==> config.mk <==
export PLATFORM = sky130hd
export DESIGN_NAME = grf_wb_arbiter
export DESIGN_NICKNAME = d
export VERILOG_FILES = /design/src/rtl/grf_wb_arbiter_pkg.sv /design/src/rtl/grf_wb_arbiter_wb_fifo.sv /design/src/rtl/grf_wb_arbiter.sv
export SDC_FILE = /design/constraint.sdc
export NUM_CORES = 1
export LEC_CHECK = 0
export BUFFER_PORTS_ARGS = -buffer_cell sky130_fd_sc_hd__buf_2
export CORE_AREA = 2 2 135 137
export DETAILED_ROUTE_END_ITERATION = 16
export DIE_AREA = 0 0 137 139
export PLACE_DENSITY_LB_ADDON = 0.15
export SLEW_MARGIN = 20
export SYNTH_ARGS = -nofsm -noshare
export SYNTH_HDL_FRONTEND = slang
export SYNTH_SLANG_ARGS = --single-unit
export TNS_END_PERCENT = 10
==> constraint.sdc <==
create_clock -name clk -period 13.1 [get_ports clk]
set_input_delay 1.965 -clock clk [delete_from_list [all_inputs] [get_ports clk]]
set_output_delay 1.965 -clock clk [all_outputs]
set_load 0.01 [all_outputs]
==> src/rtl/grf_wb_arbiter_pkg.sv <==
// Shared constants and types for the register-file write-port arbiter.
package grf_wb_arbiter_pkg;

  localparam int unsigned DATA_W   = 32;
  localparam int unsigned REG_AW   = 5;
  localparam int unsigned NUM_REGS = 32;
  localparam logic [REG_AW-1:0] REG_ZERO = 5'd0;

  typedef struct packed {
    logic [REG_AW-1:0] wt;
    logic [DATA_W-1:0] wdata;
    logic [DATA_W-1:0] pc;
  } wb_entry_t;

endpackage

==> src/rtl/grf_wb_arbiter_wb_fifo.sv <==
// Small FIFO of pending MDU writebacks with an any-entry destination match.
module wb_fifo
  import grf_wb_arbiter_pkg::*;
#(
  parameter int unsigned FIFO_DEPTH = 2
) (
  input  logic              clk_i,
  input  logic              rst_i,
  input  logic              push_i,
  input  wb_entry_t         push_data_i,
  input  logic              pop_i,
  input  logic [REG_AW-1:0] query_i,
  output logic              full_o,
  output logic              empty_o,
  output wb_entry_t         head_o,
  output logic              match_o
);

  localparam int unsigned PtrW = $clog2(FIFO_DEPTH);

  wb_entry_t             mem_q [FIFO_DEPTH];
  wb_entry_t             mem_d [FIFO_DEPTH];
  logic [FIFO_DEPTH-1:0] valid_q, valid_d;
  logic [PtrW-1:0]       wr_ptr_q, wr_ptr_d;
  logic [PtrW-1:0]       rd_ptr_q, rd_ptr_d;

  assign full_o  = &valid_q;
  assign empty_o = ~|valid_q;
  assign head_o  = mem_q[rd_ptr_q];

  always_comb begin
    match_o = 1'b0;
    for (int i = 0; i < int'(FIFO_DEPTH); i++) begin
      if (valid_q[i] && (mem_q[i].wt == query_i)) match_o = 1'b1;
    end
  end

  // Pop clears before push sets; a push never targets the popped slot unless it was free.
  always_comb begin
    mem_d    = mem_q;
    valid_d  = valid_q;
    wr_ptr_d = wr_ptr_q;
    rd_ptr_d = rd_ptr_q;
    if (pop_i) begin
      valid_d[rd_ptr_q] = 1'b0;
      rd_ptr_d          = rd_ptr_q + PtrW'(1);
    end
    if (push_i) begin
      mem_d[wr_ptr_q]   = push_data_i;
      valid_d[wr_ptr_q] = 1'b1;
      wr_ptr_d          = wr_ptr_q + PtrW'(1);
    end
  end

  always_ff @(posedge clk_i or posedge rst_i) begin
    if (rst_i) begin
      for (int i = 0; i < int'(FIFO_DEPTH); i++) mem_q[i] <= '0;
      valid_q  <= '0;
      wr_ptr_q <= '0;
      rd_ptr_q <= '0;
    end else begin
      for (int i = 0; i < int'(FIFO_DEPTH); i++) mem_q[i] <= mem_d[i];
      valid_q  <= valid_d;
      wr_ptr_q <= wr_ptr_d;
      rd_ptr_q <= rd_ptr_d;
    end
  end

endmodule

==> src/rtl/grf_wb_arbiter.sv <==
// Register-file write-port arbiter: WB stage vs buffered MDU results, plus pending scoreboard.
module grf_wb_arbiter
  import grf_wb_arbiter_pkg::*;
#(
  parameter int unsigned FIFO_DEPTH   = 2,
  parameter int unsigned STARVE_LIMIT = 4,
  parameter int unsigned CNT_W        = 3
) (
  input  logic              clk,
  input  logic              reset,
  input  logic              pipe_we,
  input  logic [REG_AW-1:0] pipe_wt,
  input  logic [DATA_W-1:0] pipe_wdata,
  input  logic [DATA_W-1:0] pipe_pc,
  output logic              pipe_stall,
  input  logic              mdu_valid,
  output logic              mdu_ready,
  input  logic [REG_AW-1:0] mdu_wt,
  input  logic [DATA_W-1:0] mdu_wdata,
  input  logic [DATA_W-1:0] mdu_pc,
  input  logic              iss_valid,
  input  logic [REG_AW-1:0] iss_wt,
  input  logic [REG_AW-1:0] rd1,
  input  logic [REG_AW-1:0] rd2,
  output logic              busy1,
  output logic              busy2,
  output logic              grf_we,
  output logic [REG_AW-1:0] grf_wt,
  output logic [DATA_W-1:0] grf_wdata,
  output logic [DATA_W-1:0] grf_wpc
);

  logic                full, empty, hit, push, pop, pw;
  wb_entry_t           head;
  logic [CNT_W-1:0]    starve_cnt_q, starve_cnt_d;
  logic [NUM_REGS-1:0] pending_q, pending_d;

  assign mdu_ready = !reset && !full;
  // Writes to $0 are accepted but never buffered.
  assign push      = mdu_valid && mdu_ready && (mdu_wt != REG_ZERO);
  assign pw        = pipe_we && (pipe_wt != REG_ZERO);

  wb_fifo #(
    .FIFO_DEPTH(FIFO_DEPTH)
  ) u_fifo (
    .clk_i      (clk),
    .rst_i      (reset),
    .push_i     (push),
    .push_data_i('{wt: mdu_wt, wdata: mdu_wdata, pc: mdu_pc}),
    .pop_i      (pop),
    .query_i    (pipe_wt),
    .full_o     (full),
    .empty_o    (empty),
    .head_o     (head),
    .match_o    (hit)
  );

  always_comb begin
    pop        = 1'b0;
    pipe_stall = 1'b0;
    grf_we     = 1'b0;
    grf_wt     = REG_ZERO;
    grf_wdata  = '0;
    grf_wpc    = '0;
    if (!reset) begin
      if (empty) begin
        grf_we = pw;
      end else if (!pw) begin
        pop = 1'b1;
      end else if (!hit && (starve_cnt_q < CNT_W'(STARVE_LIMIT))) begin
        grf_we = 1'b1;
      end else begin
        // Older MDU result to the same register, or a starved head, goes first.
        pop        = 1'b1;
        pipe_stall = 1'b1;
      end
      if (pop) begin
        grf_we    = 1'b1;
        grf_wt    = head.wt;
        grf_wdata = head.wdata;
        grf_wpc   = head.pc;
      end else if (grf_we) begin
        grf_wt    = pipe_wt;
        grf_wdata = pipe_wdata;
        grf_wpc   = pipe_pc;
      end
    end
  end

  always_comb begin
    starve_cnt_d = starve_cnt_q;
    if (pop) begin
      starve_cnt_d = '0;
    end else if (!empty && (starve_cnt_q < CNT_W'(STARVE_LIMIT))) begin
      starve_cnt_d = starve_cnt_q + CNT_W'(1);
    end
  end

  // Set after clear so a same-cycle issue to the popped register keeps it pending.
  always_comb begin
    pending_d = pending_q;
    if (pop) pending_d[head.wt] = 1'b0;
    if (iss_valid && (iss_wt != REG_ZERO)) pending_d[iss_wt] = 1'b1;
  end

  assign busy1 = pending_q[rd1];
  assign busy2 = pending_q[rd2];

  always_ff @(posedge clk or posedge reset) begin
    if (reset) begin
      starve_cnt_q <= '0;
      pending_q    <= '0;
    end else begin
      starve_cnt_q <= starve_cnt_d;
      pending_q    <= pending_d;
    end
  end

endmodule
==> run metrics, run 1 <==
Wirelength per Cell 17.3 microns; setup TNS 0 ns; Final #Nets approximately 1,200; max frequency approximately 160 MHz; drt drc 0; Synth-to-Final Area Change 18.5%; row count between 40 and 50; count leader, synth dfrtp_1; slowest stage delay, CP about 0.58 ns; Arrival @ worst endpoint roughly 4.4 ns; Pleak 5.34 nW; P_int between 1.5 and 2 mW; sw frac 0.365; clock sinks ~180; Max H-tree Level 4; core area approximately 0.018 sq mm; # setup viols final 0; Clock power frac 0.203; cts repair resizes 0; Clock transition at path regs approximately 0.060 ns; status finished, final reports clean; FFs w/ async S/R, synth 1.00; cell family with most CP delay simple AND/OR/NAND/NOR gates; proportion of layout cells with a drive suffix above 1 0.367; Final Hold Vio Count 0; starting density of the core 0.532; # port buffers approximately 230; Final Slew Violations 0; worst-path fanout max 52; post-synthesis cell type count 43; Peak VDD IR around 130 uV; crit path capture type output pin; TritonRoute pass-1 iters 5; Syn Inst Count 812; CTS Buffer Depth 2; IO Count 232; fin util 0.631; area leader, netlist dfrtp_1; vias in the first global route about 7,100; overall overflow remaining after global route 0; CP startpoint kind primary input; root buffer cell clkbuf_16; pin count of the biggest net entering global routing between 70 and 80; CTS buffer count 17; Vias/cell approximately 5.6; Worst EP required between 10 and 15 ns; Final Cycle Share 0.489; max cap viols 0; critical path buffer and inverter count 3; pwr dens ~220 mW/mm^2; Final Skew 0.0108 ns; EDFF count, synth 0; unrepaired setup endpoints after global routing false; Netlist Area Pre-Place between 0.009 and 0.01 sq mm; RePlAce Congestion around 0.85; CP Cell Sequence buf_2 > xor2_1 > nor4_1 > a32oi_1 > nand4b_1 > buf_4 > o22ai_1 > buf_2; Avg Cell Area, Syn 11.6 sq um; Global Route Usage Sum 0.237; CTS tree yes; Ys Warns 0; Worst slew margin 0.270; largest cells by area after synthesis dfrtp_1 (47%), mux2_2 (8.6%), mux2_1 (8.3%), mux2i_1 (7.5%), mux4_2 (4.8%); postcts setup bufs 0; drt first-iter violations between 400 and 500; worst slew pin tran 1.09 ns; prevailing post-synth register cell dfrtp_1; Post-CTS Hold Fix Bufs 0; Synth Register Bits approximately 180; clk_lat worst skew about 0.44 ns; CP max-delay cell nand4b_1; Die H between 100 and 150 microns; Flop pwr share 0.408; die width roughly 140 microns; first-pass GRT wire length 35.4 mm; vias between 7,000 and 8,000; commonest cells in the synthesized netlist dfrtp_1 (177), mux2_2 (72), mux2i_1 (70), mux2_1 (69), o22ai_1 (69); Crit path top cell by count buf_2; initial antenna violation count 3; Comb pwr share 0.390; register area share after synthesis 0.471; critical path type in -> out; Synth top area share 0.471; die area 0.0190 sq mm; Antenna Nets Post-Route 0; HPWL Detailed approximately 15 mm; Syn Nets slightly below 1,000; Tmin final 6.40 ns; HP Class reg -> reg; final WL 21.9 mm; Net Switching 0.912 mW
power by group through the flow:
| stage | Sequential, mW | Combinational, mW | Clock (mW) |
|---|---|---|---|
| 6_report | 1.02 | 0.974 | 0.506 |
| 3_3_place_gp | 1.02 | 0.965 | 0 |
| 3_5_place_dp | 1.03 | 0.982 | 0 |
| 5_1_grt | 1.06 | 1.07 | 0.542 |
| 4_1_cts | 1.02 | 0.985 | 0.518 |
| 2_1_floorplan | 0.948 | 0.781 | 0 |
registers in the layout, indices dropped and copies added (netlist names):
name,cells
pending_q,32
starve_cnt_q,3
u_fifo.mem_q,138
u_fifo.rd_ptr_q,1
u_fifo.valid_q,2
u_fifo.wr_ptr_q,1
logic make-up (layout without fill, tap and decap cells):
family	Yosys count	in the layout	share of synthesized area
multiplexers	231	231	0.291
AND/OR/NAND/NOR	150	150	0.0788
other	0	3	0
adder cells (fa/ha/maj)	1	1	0.00133
buffers and inverters	120	338	0.0663
AO/OA/AOI/OAI	121	121	0.0800
flip-flops	177	177	0.471
XOR/XNOR	12	12	0.0112
final cells by class:
class,instances,area (sq um)
antenna,3,7.51
clock buffer,17,425
clock inverter,15,160
fill,1481,6510
inverter,67,256
multi-input combinational,515,4360
sequential,177,4430
tap,229,287
timing repair buffer,239,1220
cells in the final DEF (no fill, tap or decap), types with 33 or more instances in the layout:
cell and count:
nor2_1 68, mux2_1 69, mux2i_1 70, mux2_2 72, dfrtp_1 176, nor4_1 33, inv_1 66, o22ai_1 69
buf_2 231, a21oi_1 36
through the flow:
stage | total power [mW] | hold WS, ns | cell area, sq um | std cells | setup WS [ns]
CTS | 2.52 | 0.495 | 11100 | 1259 | 6.67
global route | 2.67 | 0.501 | 11100 | 1261 | 6.50
detailed placement | 2.01 | 0.480 | 10600 | 1227 | 6.67
global placement | 1.98 | 0.472 | 10600 | 1227 | 6.79
finish | 2.50 | 0.489 | 11100 | 1262 | 6.70
floorplan | 1.73 | 0.464 | 9400 | 812 | 4.30
path summary, 6_finish.rpt:
check / startpoint / end / slack [ns] / cells after the start
worst max-delay path: pipe_wt[2] / grf_wpc[9] / 6.70 / 8
min in group asynchronous: reset / u_fifo.mem_q[87]$_DFFE_PP0P_ / 1.62 / 2
worst max register to register: u_fifo.mem_q[67]$_DFFE_PP0P_ / pending_q[0]$_DFF_PP0_ / 10.51 / 6
worst min register to register: u_fifo.mem_q[98]$_DFFE_PP0P_ / u_fifo.mem_q[98]$_DFFE_PP0P_ / 0.49 / 1
worst min-delay path: u_fifo.mem_q[98]$_DFFE_PP0P_ / u_fifo.mem_q[98]$_DFFE_PP0P_ / 0.49 / 1
max in group asynchronous: reset / u_fifo.rd_ptr_q$_DFFE_PP0N_ / 9.42 / 4
routing by layer:
| metal | global-route usage | share of wire | vias to the layer above |
|---|---|---|---|
| met5 | 0 | 0 | - |
| met4 | 0.0922 | 0.023 | 0 |
| met3 | 0.0523 | 0.056 | 46 |
| met2 | 0.383 | 0.48 | 220 |
| met1 | 0.310 | 0.44 | 3472 |
| li1 | - | - | 3360 |
(Power assumes the default switching activity.)
==> run 2: changes to the inputs <==
Settings changed: ABC_AREA from default to 1, CORE_AREA 2 2 135 137 to 2 2 145 147, DIE_AREA 0 0 137 139 to 0 0 147 149.
Clock period 13.1 ns to 5.37 ns, I/O delays scaled along.
==> run metrics, run 2 <==
IO Count 232 (unchanged); RR Startpoint u_fifo.rd_ptr_q$_DFFE_PP0N_ (was u_fifo.mem_q[67]$_DFFE_PP0P_); post-synthesis cell type count 30 (was 43); CTS tree yes (unchanged); root buffer cell clkbuf_16 (unchanged); r2r setup slk 2.59 ns (was 10.51 ns); Final Power 6.20 mW (was 2.50 mW); TritonRoute pass-1 iters 6 (was 5); Global Route Usage Sum 0.262 (was 0.237); Worst EP required 4.56 ns (was 11.14 ns); clk_lat worst skew 0.43 ns (was 0.44 ns); CTS buffer count 17 (unchanged); unrepaired setup endpoints after global routing false (unchanged); placed cell count 1,858 (was 1,227); CTS Buffer Depth 2 (unchanged); worst slew pin tran 1.07 ns (was 1.09 ns); Top Registers u_fifo.mem_q x138, pending_q x32, starve_cnt_q x3 (unchanged); Pleak 6.07 nW (was 5.34 nW); drt first-iter violations 700 (was 446); Clock transition at path regs 0.07 ns (was 0.06 ns); Synth top area share 0.440 (was 0.471); end of the worst register-to-register path pending_q[18]$_DFF_PP0_ (was pending_q[0]$_DFF_PP0_); Final Cell Area 0.0118 sq mm (was 0.0111 sq mm); Final Skew 0.0107 ns (was 0.0108 ns); max cap viols 0 (unchanged); Syn Inst Count 1,426 (was 812); proportion of layout cells with a drive suffix above 1 0.220 (was 0.367); Synth Register Bits 177 (unchanged); Vias/cell 5.18 (was 5.62); RePlAce Congestion 0.888 (was 0.851); setup TNS 0 ns (unchanged); postcts setup bufs 0 (unchanged); first-pass GRT wire length 46.1 mm (was 35.4 mm); worst-path fanout max 41 (was 52); overall overflow remaining after global route 0 (unchanged); row count 53 (was 49); Setup crit start pipe_wt[0] (was pipe_wt[2]); status finished, final reports clean (unchanged); Placed Instance Area 0.0112 sq mm (was 0.0106 sq mm); Final Slew Violations 0 (unchanged); drt drc 0 (unchanged); Synth-to-Final Area Change 17.5% (was 18.5%); Arrival @ worst endpoint 2.87 ns (was 4.44 ns); Ys Warns 0 (unchanged); pwr dens 524 mW/mm^2 (was 224 mW/mm^2); Final #Nets 1,762 (was 1,176); Reg2Reg Depth 8 (was 6); max frequency ~270 MHz; crit path capture type output pin (unchanged); register area share after synthesis 0.440 (was 0.471); commonest non-fill, non-tap cell in the layout nand2_1 (was buf_2); fin util 0.576 (was 0.631); Worst setup endpoint grf_wpc[21] (was grf_wpc[9]); HP Class reg -> reg (unchanged); commonest cells in the synthesized netlist nand2_1 (576), dfrtp_1 (177), o21ai_0 (176), nand3_1 (118), inv_1 (95) (was dfrtp_1 (177), mux2_2 (72), mux2i_1 (70), mux2_1 (69), o22ai_1 (69)); HPWL Detailed 18.8 mm (was 14.9 mm); cts repair resizes 0 (unchanged); EDFF count, synth 0 (unchanged); Antenna Nets Post-Route 0 (unchanged); core area 0.0206 sq mm (was 0.0177 sq mm); Top reg by flops u_fifo.mem_q (unchanged); commonest cells after routing, fill and taps aside nand2_1 (576), buf_2 (231), o21ai_0 (176), dfrtp_1 (176), nand3_1 (117) (was buf_2 (231), dfrtp_1 (176), mux2_2 (72)); clock sinks 177 (unchanged); die width 147 microns (was 137 microns); count leader, synth nand2_1 (was dfrtp_1); Avg Cell Area, Syn 7.07 sq um (was 11.6 sq um); Final Cycle Share 0.685; die area 0.0219 sq mm (was 0.0190 sq mm); Peak VDD IR 289 uV (was 131 uV); fin cells 1,893 (was 1,262); max FFs per register 138 (unchanged); initial antenna violation count 3 (unchanged); critical path type in -> out (unchanged); area leader, netlist dfrtp_1 (unchanged); starting density of the core 0.490 (was 0.532); Wirelength per Cell 14.8 microns (was 17.3 microns); Worst slew margin 0.290 (was 0.270); Final Hold Vio Count 0 (unchanged); Max H-tree Level 4 (unchanged); # port buffers 231 (unchanged); pin count of the biggest net entering global routing 154 (was 77); # setup viols final 0 (unchanged); prevailing post-synth register cell dfrtp_1 (unchanged); Post-CTS Hold Fix Bufs 0 (unchanged); final WL 28.1 mm (was 21.9 mm); Netlist Area Pre-Place 0.0101 sq mm (was 0.00940 sq mm); Die H 149 microns (was 139 microns); FFs w/ async S/R, synth 1.00 (unchanged); vias 9,812 (was 7,098); Syn Nets 1,585 (was 971); largest cells by area after synthesis dfrtp_1 (44%), nand2_1 (21%), o21ai_0 (8.7%), nand3_1 (5.9%), inv_1 (3.5%) (was dfrtp_1 (47%), mux2_2 (8.6%), mux2_1 (8.3%), mux2i_1 (7.5%), mux4_2 (4.8%)); CP startpoint kind primary input (unchanged); vias in the first global route 9,069 (was 7,149); Tmin final roughly 3.7 ns
==> run 2: cell types whose count changed after synthesis, moves of 18 or more <==
cell	change
nand2_1	+558
o21ai_0	+173
nand3_1	+114
mux2_2	-72
mux2i_1	-70
mux2_1	-69
o22ai_1	-69
buf_2	+38
nor4_1	-33
o21ai_2	+32
inv_1	+28
mux4_2	-20
a21oi_1	-18
==> run 2: final cells by class <==
cell class / count / area (sq um)
inverter: 106 / 405
sequential: 177 / 4430
timing repair buffer: 243 / 1270
clock buffer: 18 / 429
fill: 2012 / 8720
multi-input combinational: 1058 / 4790
tap: 275 / 344
antenna: 2 / 5.00
clock inverter: 14 / 156
==> run 2: cell families after synthesis <==
kind of cell               count (synthesis)  synth area share
adders and majority gates                  1           0.00124
and+or+nand+nor                          802             0.332
buffers and inverters                    191            0.0857
DFF                                      177             0.440
AOI/OAI and AO/OA                        254             0.141
xor gates and xnor gates                   1          0.000869
==> run 2: worst min-delay path by stage <==
stage / startpoint / end / slack, ns / cells past startpoint
after floorplan: u_fifo.mem_q[131]$_DFFE_PP0P_ / u_fifo.mem_q[131]$_DFFE_PP0P_ / 0.44 / 2
after global placement: u_fifo.mem_q[17]$_DFFE_PP0P_ / u_fifo.mem_q[17]$_DFFE_PP0P_ / 0.46 / 2
after detailed placement: u_fifo.mem_q[60]$_DFFE_PP0P_ / u_fifo.mem_q[60]$_DFFE_PP0P_ / 0.46 / 2
after CTS: u_fifo.mem_q[17]$_DFFE_PP0P_ / u_fifo.mem_q[17]$_DFFE_PP0P_ / 0.48 / 2
after global routing: u_fifo.mem_q[37]$_DFFE_PP0P_ / u_fifo.mem_q[37]$_DFFE_PP0P_ / 0.50 / 2
final: u_fifo.mem_q[13]$_DFFE_PP0P_ / u_fifo.mem_q[13]$_DFFE_PP0P_ / 0.48 / 2
==> run 2: through the flow <==
step | hold WS, ns | setup WS [ns]
after floorplan | 0.437 | 0.779
after global placement | 0.456 | 1.16
after detailed placement | 0.460 | 1.14
after CTS | 0.478 | 1.12
after global routing | 0.496 | 1.49
final | 0.476 | 1.69
==> run 2: per-layer routing <==
| layer | GRT usage | wire (microns) | vias up |
|---|---|---|---|
| li1 | - | - | 4904 |
| met1 | 0.348 | 12000 | 4533 |
| met3 | 0.0529 | 2020 | 35 |
| met5 | 0 | 0 | - |
| met4 | 0.0697 | 486 | 0 |
| met2 | 0.442 | 13600 | 340 |
==> run 2: power breakdown <==
group / total [mW] / internal [mW] / switching, mW
registers: 2.37 / 1.97 / 0.398
logic: 2.59 / 0.879 / 1.71
clock network: 1.24 / 0.694 / 0.547
total: 6.20 / 3.55 / 2.66
==> run 2: worst max-delay path, cell delays in order <==
cell and delay [ns]:
buf_2 0.17, nor2_1 0.07, nand4_1 0.07, nand2_1 0.11
inv_2 0.12, nand4_4 0.41, buf_12 0.36, nand2_2 0.40
o21ai_0 0.17, buf_2 0.17
==> run 3: changes to the inputs <==
Settings changed: ABC_AREA 1 to 0, CORE_AREA 2 2 145 147 to 2 2 142 144, DIE_AREA 0 0 147 149 to 0 0 144 146.
Clock period 5.37 ns to 3.1 ns, I/O delays scaled along.
==> run metrics, run 3 (synthesis gave the netlist of run 1 again) <==
core area 0.0193 sq mm (was 0.0206 sq mm); fill cell total of the finished layout 1,663 (was 2,012); Vias/cell 5.46 (was 5.18); Net Switching 3.90 mW (was 2.66 mW); vias in the first global route 6,930 (was 9,069); top sig layer met4 (unchanged); DR WL met2 10.3 mm (was 13.6 mm); Setup crit start u_fifo.mem_q[67]$_DFFE_PP0P_ (was pipe_wt[0]); HPWL Detailed 15.3 mm (was 18.8 mm); Clock transition at path regs 0.07 ns (about the same); Final #Nets 1,185 (was 1,762); TritonRoute pass-1 iters 5 (was 6); die area 0.0210 sq mm (was 0.0219 sq mm); overall overflow remaining after global route 0 (unchanged); drt first-iter violations 353 (was 700); max frequency around 340 MHz; Peak VDD IR 382 uV (was 289 uV); IO Count 232 (unchanged); stages on the worst setup path 7 (was 10); Global Route Usage Sum 0.216 (was 0.262); r2r setup slk 0.93 ns (was 2.59 ns); Final Skew 0.00697 ns (was 0.0107 ns); Clock power frac 0.194 (was 0.200); Max H-tree Level 4 (unchanged); pin count of the biggest net entering global routing 178 (was 154); end of the worst register-to-register path pending_q[17]$_DFF_PP0_ (was pending_q[18]$_DFF_PP0_); initial antenna violation count 1 (was 3); Worst slew margin 0.333 (was 0.290); HP Class in -> reg (was reg -> reg); status finished, final reports clean (unchanged); sw frac 0.367 (was 0.428); P_int 6.72 mW (was 3.55 mW); slowest stage delay, CP 0.50 ns (was 0.41 ns); Top Registers u_fifo.mem_q x138, pending_q x32, starve_cnt_q x3 (unchanged); CTS Buffer Depth 2 (unchanged); placed cell count 1,271 (was 1,858); RePlAce Congestion 0.847 (was 0.888); max FFs per register 138 (unchanged); commonest cells after routing, fill and taps aside buf_2 (231), dfrtp_1 (176), mux2_2 (72) (was nand2_1 (576), buf_2 (231), o21ai_0 (176), dfrtp_1 (176), nand3_1 (117)); first-pass GRT wire length 35.5 mm (was 46.1 mm); Flop pwr share 0.400 (was 0.382); Worst setup endpoint grf_wpc[26] (was grf_wpc[21]); Final Slew Violations 0 (unchanged); met3 routed WL 1.71 mm (was 2.02 mm); pwr dens 937 mW/mm^2 (was 524 mW/mm^2); Final Cycle Share 0.942; Antenna Nets Post-Route 0 (unchanged); crit path capture type output pin (unchanged); critical path buffer and inverter count 2 (was 4); # port buffers 231 (unchanged); unrepaired setup endpoints after global routing false (unchanged); fin util 0.586 (was 0.576); Pleak 5.41 nW (was 6.07 nW); Comb pwr share 0.406 (was 0.417); Die H 146 microns (was 149 microns); vias 7,140 (was 9,812); RR Startpoint u_fifo.rd_ptr_q$_DFFE_PP0N_ (unchanged); # setup viols final 0 (unchanged); WL met1 9.62 mm (was 12.0 mm); Synth-to-Final Area Change 20.5% (was 17.5%); final WL 22.0 mm (was 28.1 mm); row count 51 (was 53); Arrival @ worst endpoint 2.45 ns (was 2.87 ns); die width 144 microns (was 147 microns); Reg2Reg Depth 4 (was 8); clk_lat worst skew 0.43 ns (about the same); max cap viols 0 (unchanged); drt drc 0 (unchanged); CP Cell Sequence xor2_1 > nor4_1 > a31o_2 > o21ai_4 > buf_4 > o22ai_1 > buf_2 (was buf_2 > nor2_1 > nand4_1 > nand2_1 > inv_2 > nand4_4 > buf_12 > nand2_2 > o21ai_0 > buf_2); worst-path fanout max 23 (was 41); Worst EP required 2.63 ns (was 4.56 ns); postcts setup bufs 0 (unchanged); Wirelength per Cell 16.9 microns (was 14.8 microns); commonest non-fill, non-tap cell in the layout buf_2 (was nand2_1); hold_ws 0.253 ns (was 0.476 ns); CTS buffer count 17 (unchanged); clock sinks 177 (unchanged); Tmin final around 2.9 ns; Top reg by flops u_fifo.mem_q (unchanged); critical path type reg -> out (was in -> out); min-delay src mdu_wdata[19] (was u_fifo.mem_q[13]$_DFFE_PP0P_); Final Hold Vio Count 0 (unchanged); CTS tree yes (unchanged); cell family with most CP delay compound AO/OA/AOI/OAI gates (was simple AND/OR/NAND/NOR gates); starting density of the core 0.486 (was 0.490); root buffer cell clkbuf_16 (unchanged); worst slew pin tran 1.00 ns (was 1.07 ns); proportion of layout cells with a drive suffix above 1 0.372 (was 0.220); CP startpoint kind flip-flop (was primary input); fin cells 1,307 (was 1,893); CP max-delay cell dfrtp_1 (was nand4_4)
run 3: cell count changes in the layout (fill, tap and decap cells not counted), moves of 18 or more:
cell / delta
a21oi_1: +18
mux2_2: +72
o21ai_0: -173
nor4_1: +32
mux2i_1: +70
mux4_2: +20
inv_1: -28
o22ai_1: +69
mux2_1: +69
nand3_1: -113
o21ai_2: -33
nand2_1: -558
run 3: power by group through the flow:
stage	sequential (mW)	clock, mW	combinational, mW
final	4.25	2.06	4.31
after global routing	4.40	2.22	4.74
after CTS	4.24	2.13	4.36
after detailed placement	4.28	0	4.35
after global placement	4.25	0	4.30
after floorplan	4.01	0	3.30
run 3: worst min path at each step:
stage	to	depth (start not counted)
after global routing	u_fifo.mem_q[79]$_DFFE_PP0P_	2
after detailed placement	pending_q[9]$_DFF_PP0_	2
after global placement	pending_q[9]$_DFF_PP0_	2
after floorplan	u_fifo.mem_q[101]$_DFFE_PP0P_	1
after CTS	u_fifo.mem_q[120]$_DFFE_PP0P_	2
final	u_fifo.mem_q[120]$_DFFE_PP0P_	2
run 3: per-stage QoR:
step / setup slack [ns] / area, sq um / setup TNS (ns) / total power [mW]
4_1_cts: 0.160 / 11300 / 0 / 10.7
2_1_floorplan: -1.43 / 9410 / -122.67 / 7.31
3_3_place_gp: 0.415 / 10700 / 0 / 8.55
3_5_place_dp: 0.413 / 10700 / 0 / 8.63
5_1_grt: 0.0283 / 11300 / 0 / 11.4
6_report: 0.180 / 11300 / 0 / 10.6
run 3: routing by layer:
layer | track usage | vias to the layer above
met5 | 0 | -
met3 | 0.0569 | 35
met2 | 0.344 | 248
li1 | - | 3374
met4 | 0.0701 | 0
met1 | 0.289 | 3483
run 3: cell type report:
| type | count | area [sq um] | area share |
|---|---|---|---|
| Tap cell | 265 | 332 | 0.0293 |
| Clock buffer | 17 | 425 | 0.0375 |
| Antenna cell | 3 | 7.51 | 0.000662 |
| Sequential cell | 177 | 4430 | 0.391 |
| Timing Repair Buffer | 248 | 1370 | 0.121 |
| Clock inverter | 15 | 141 | 0.0125 |
| Multi-Input combinational cell | 515 | 4370 | 0.385 |
| Inverter | 67 | 255 | 0.0225 |
run 3: timing repair:
action	4_1_cts	5_1_grt
hold buffers	1	0
resized for setup	0	1
endpoints found under the setup margin	0	1
hold endpoints to repair	1	0
